**src/rtl/cdc_handshake_src.sv**
```systemverilog
// Source side of a 4-phase REQ/ACK multi-bit CDC handshake: captures a word,
// holds it on DATA_OUT and drives REQ until the synchronized ACK round trip completes.
module cdc_handshake_src #(
  parameter int unsigned BUS_WIDTH  = 8,
  parameter int unsigned NUM_STAGES = 2
) (
  input  logic                 CLK,
  input  logic                 RST,
  input  logic [BUS_WIDTH-1:0] SRC_DATA,
  input  logic                 SRC_VALID,
  output logic                 SRC_READY,
  output logic [BUS_WIDTH-1:0] DATA_OUT,
  output logic                 REQ,
  input  logic                 ACK_ASYNC,
  output logic                 DONE,
  output logic                 PROTO_ERR
);

  typedef enum logic [1:0] {
    IDLE   = 2'd0,
    REQ_HI = 2'd1,
    ACK_LO = 2'd2
  } state_t;

  state_t                 state_q, state_d;
  logic [NUM_STAGES-1:0]  sync_q, sync_d;
  logic [BUS_WIDTH-1:0]   data_q, data_d;
  logic                   req_q, req_d;
  logic                   done_q, done_d;
  logic                   err_q, err_d;
  logic                   ack_sync;
  logic                   ready;

  assign ack_sync = sync_q[NUM_STAGES-1];
  assign ready    = (state_q == IDLE) && !ack_sync;

  always_comb begin
    sync_d = {sync_q[NUM_STAGES-2:0], ACK_ASYNC};
  end

  always_ff @(posedge CLK or posedge RST) begin
    if (RST) begin
      state_q <= IDLE;
      sync_q  <= '0;
      data_q  <= '0;
      req_q   <= 1'b0;
      done_q  <= 1'b0;
      err_q   <= 1'b0;
    end else begin
      state_q <= state_d;
      sync_q  <= sync_d;
      data_q  <= data_d;
      req_q   <= req_d;
      done_q  <= done_d;
      err_q   <= err_d;
    end
  end

  always_comb begin
    state_d = state_q;
    data_d  = data_q;
    req_d   = req_q;
    done_d  = 1'b0;
    // An ACK still high while idle means the destination is out of step.
    err_d   = err_q | ((state_q == IDLE) && ack_sync);
    unique case (state_q)
      IDLE: begin
        if (SRC_VALID && ready) begin
          data_d  = SRC_DATA;
          req_d   = 1'b1;
          state_d = REQ_HI;
        end
      end
      REQ_HI: begin
        if (ack_sync) begin
          req_d   = 1'b0;
          state_d = ACK_LO;
        end
      end
      ACK_LO: begin
        if (!ack_sync) begin
          done_d  = 1'b1;
          state_d = IDLE;
        end
      end
      default: begin
        req_d   = 1'b0;
        state_d = IDLE;
      end
    endcase
  end

  assign SRC_READY = ready;
  assign DATA_OUT  = data_q;
  assign REQ       = req_q;
  assign DONE      = done_q;
  assign PROTO_ERR = err_q;

endmodule

```
**config.mk**
```make
export PLATFORM = sky130hd
export DESIGN_NAME = cdc_handshake_src
export DESIGN_NICKNAME = d
export VERILOG_FILES = /design/src/rtl/cdc_handshake_src.sv
export SDC_FILE = /design/constraint.sdc
export NUM_CORES = 1
export LEC_CHECK = 0
export CAP_MARGIN = 10
export CORE_UTILIZATION = 42
export DETAILED_ROUTE_END_ITERATION = 10
export PLACE_DENSITY = 0.88
export SYNTH_ARGS = -nofsm -noshare
export SYNTH_HDL_FRONTEND = slang
export SYNTH_SLANG_ARGS = --single-unit
```
**constraint.sdc**
```tcl
create_clock -name CLK -period 3.2 [get_ports CLK]
set_clock_uncertainty 0.15 [all_clocks]
set_input_delay 0.64 -clock CLK [delete_from_list [all_inputs] [get_ports CLK]]
set_output_delay 0.64 -clock CLK [all_outputs]
set_load 0.05 [all_outputs]
```
==> parameters.txt <==
Parameter                              Value

Place
  Estimated wirelength of the detail-placed design ... 732.9 um
  Final weighted congestion of routability-driven global placement ... 0.6086
  Buffers on Ports ... 23

Timing
  Min cycle time layout ... 2.598 ns
  Highest achievable clock rate ... 384.8 MHz
  Final setup violation count ... 0
  Slew HR ... 0.6089
  Sum of negative setup slack ... 0 ns
  Final worst-path cycle share ... 0.8120
  Setup repair after global routing missed its margin ... no
  Least-Margin Pin Slew ... 0.5841 ns
  Final count of pins violating max slew ... 0
  Final hold violation count ... 0

Cells and area
  Synth-to-Final Area Change ... 46.14%
  Layout cells sized above 1 ... 0.2097
  Final cell utilization of the core ... 0.6983
  Antenna diodes ... 0
  Net total in the final layout ... 75

Die
  Overall die width ... 38.74 um
  Row cnt ... 12
  Starting density of the core ... 0.4778
  Vertical die dimension ... 38.74 um
  Die Outline Area ... 1500 sq um
  Core ar. ... 1186 sq um
  Number of I/O pins ... 24

Drt
  DRC violations left ... 0
  Overall via count from detail_route ... 363
  Drt total wl ... 946 um
  Per-cell via count in the routed design ... 4.776
  Drt wl/cell ... 12.45 um
  Drt pass-1 iters ... 1
  Number of nets with antenna violations after routing ... 0
  DR iter-0 viols ... 0

Worst setup path
  Reg-to-reg critical path startpoint ... state_q[0]
  CP required ... 2.41 ns
  Kind of start point of the critical path ... flop
  Data arrival time of the worst path ... 1.81 ns
  Largest fanout on the critical path ... 7
  Worst-case register-to-register setup slack ... 1.45 ns
  Type of the worst setup path ... flop to output port
  Endpoint kind of the worst setup timing path ... output port
  Worst Setup SP ... state_q[0]
  Endpoint of the worst register-to-register path ... DATA_OUT[1]
  Capturing element of the worst setup path ... SRC_READY
  R2R cell count ... 2

Clock network
  CTS clk-pin slew, worst paths ... 0.08 ns
  Number of buffers inserted for hold repair after clock tree synthesis ... 0
  TritonCTS buffer count ... 3
  Total of cells resized after clock tree synthesis ... 0
  CTS tree ... yes
  Deepest level of the CTS H-tree ... 1
  Number of post-CTS setup repair buffers ... 0
  CTS Root Buffer Type ... sky130_fd_sc_hd__clkbuf_4
  # clock sinks ... 15
  Longest Clk Path Bufs ... 2
  Clock latency on the worst-skew pair ... 0.27 ns

Power and ir drop
  Leakage power total ... 0.3503 nW
  Peak supply drop ... 0.4272 mV
  Power per cell area ... 749.1 nW/um^2

Yosys
  Compound-cell area share of the yosys netlist ... 0.03753
  #FFs+latches synth ... 15
  Post-synthesis cell type count ... 14
  Warnings from Yosys ... 0
  Area share of xor/xnor cells in the synthesized design ... 0.01545
  Adder and majority gate portion of the synthesized area ... 0
  Mean Syn Cell Area ... 15.32 sq um
  Basic-gate share of the synthesized area counting and, or, nand and nor cells ... 0.09713
  Multiplexer fraction of the synthesized cell area ... 0.1589
  Nets in the synthesized netlist ... 49
  Part of the Yosys area used for sequential elements ... 0.6623
  Combinational family with the most area after synthesis ... multiplexers
  Cell count after synthesis ... 37
  Post-synthesis instance area ... 566.8 sq um

GRT
  All-Layer GR Usage ... 0.1617
  Vias in the first global route ... 370
  Antenna violations before repair ... 0
  Residual overflow from global routing ... 0
  Largest net degree at the start of global routing ... 16
  First-pass GRT wire length ... 1552 um

Hold path
  Type of the most critical hold path ... flop to flop

Run status
  Status ... finished clean

Flow run
  Reported max-cap violation count ... 0
cell usage in the layout (no fill, tap or decap):
master                            instances
sky130_fd_sc_hd__a21o_1                   1
sky130_fd_sc_hd__a21o_2                   1
sky130_fd_sc_hd__and2_1                   1
sky130_fd_sc_hd__clkbuf_1                 1
sky130_fd_sc_hd__clkbuf_4                 3
sky130_fd_sc_hd__clkdlybuf4s50_1         23
sky130_fd_sc_hd__dfrtp_1                 15
sky130_fd_sc_hd__inv_1                    1
sky130_fd_sc_hd__mux2_2                   8
sky130_fd_sc_hd__nor2_1                   2
sky130_fd_sc_hd__nor3_1                   2
sky130_fd_sc_hd__nor3b_1                  1
sky130_fd_sc_hd__nor4b_4                  1
sky130_fd_sc_hd__o21ai_0                  1
sky130_fd_sc_hd__xor2_1                   1
worst max-delay path, stage by stage (launching register included):
cell and delay (ns):
sky130_fd_sc_hd__dfrtp_1 0.47, sky130_fd_sc_hd__nor3_1 0.23, sky130_fd_sc_hd__clkdlybuf4s50_1 0.83
final cells by class:
cell class | instances | area, sq um
flip-flops and latches | 15 | 375.4
inverters | 1 | 3.754
fillers | 89 | 357.8
repair buffers | 23 | 230.2
multi-input cells | 19 | 175.2
well taps | 14 | 17.52
clock buffers | 4 | 26.28
per-layer routing:
| layer | share of wire | wire length, um | track usage | up-vias |
|---|---|---|---|---|
| li1 | - | - | - | 176 |
| met1 | 0.43 | 410 | 0.2031 | 170 |
| met2 | 0.50 | 476 | 0.2500 | 15 |
| met3 | 0.050 | 47 | 0.05202 | 2 |
| met4 | 0.013 | 12 | 0.07759 | 0 |
| met5 | 0 | 0 | 0 | - |
worst min-delay path by stage:
| stage | end | from | slack [ns] | cells past startpoint |
|---|---|---|---|---|
| floorplan | sync_q[1] | sync_q[0] | 0.18 | 0 |
| global placement | sync_q[1] | sync_q[0] | 0.18 | 0 |
| detailed placement | sync_q[1] | sync_q[0] | 0.18 | 0 |
| CTS | sync_q[1] | sync_q[0] | 0.20 | 0 |
| global route | sync_q[1] | sync_q[0] | 0.23 | 0 |
| finish | sync_q[1] | sync_q[0] | 0.20 | 0 |
state kept, by name (all words and copies together) (netlist names):
register,count
DONE,1
PROTO_ERR,1
state_q,2
DATA_OUT,8
REQ,1
sync_q,2
power by group:
group / internal (mW) / switching [mW] / total [mW]
Combinational: 0.103 / 0.161 / 0.264
Clock: 0.0483 / 0.0568 / 0.105
Sequential: 0.227 / 0.0243 / 0.252
Total: 0.378 / 0.242 / 0.620
cells by family after synthesis:
kind of cell	Yosys count
flops	15
mux	8
simple gates	7
compound gates	3
buf+inv	3
xor+xnor	1
cells in the mapped netlist (all sizes together):
cell type  number  area [sq um]
nor3            2         10.01
mux2            8         90.09
xor2            1         8.760
buf             1         7.510
clkbuf          1         5.000
nor4b           1         23.77
and2            1         6.260
o21ai           1         5.000
nor2            2         7.510
inv             1         3.750
dfrtp          15         375.4
nor3b           1         7.510
a21o            2         16.27
metrics by stage:
step / cell area (sq um) / hold slack [ns] / worst slack (ns) / power, mW / cells
final: 828.3 / 0.2028 / 0.6015 / 0.6205 / 76
after global routing: 828.3 / 0.2284 / 0.5164 / 0.6480 / 76
after CTS: 828.3 / 0.2045 / 0.5728 / 0.6278 / 76
after detailed placement: 802.0 / 0.1847 / 0.8508 / 0.5222 / 72
after global placement: 802.0 / 0.1830 / 0.8761 / 0.5180 / 72
after floorplan: 566.8 / 0.1812 / 0.8150 / 0.4300 / 37
Note: power is estimated with default switching activity, not from simulation.
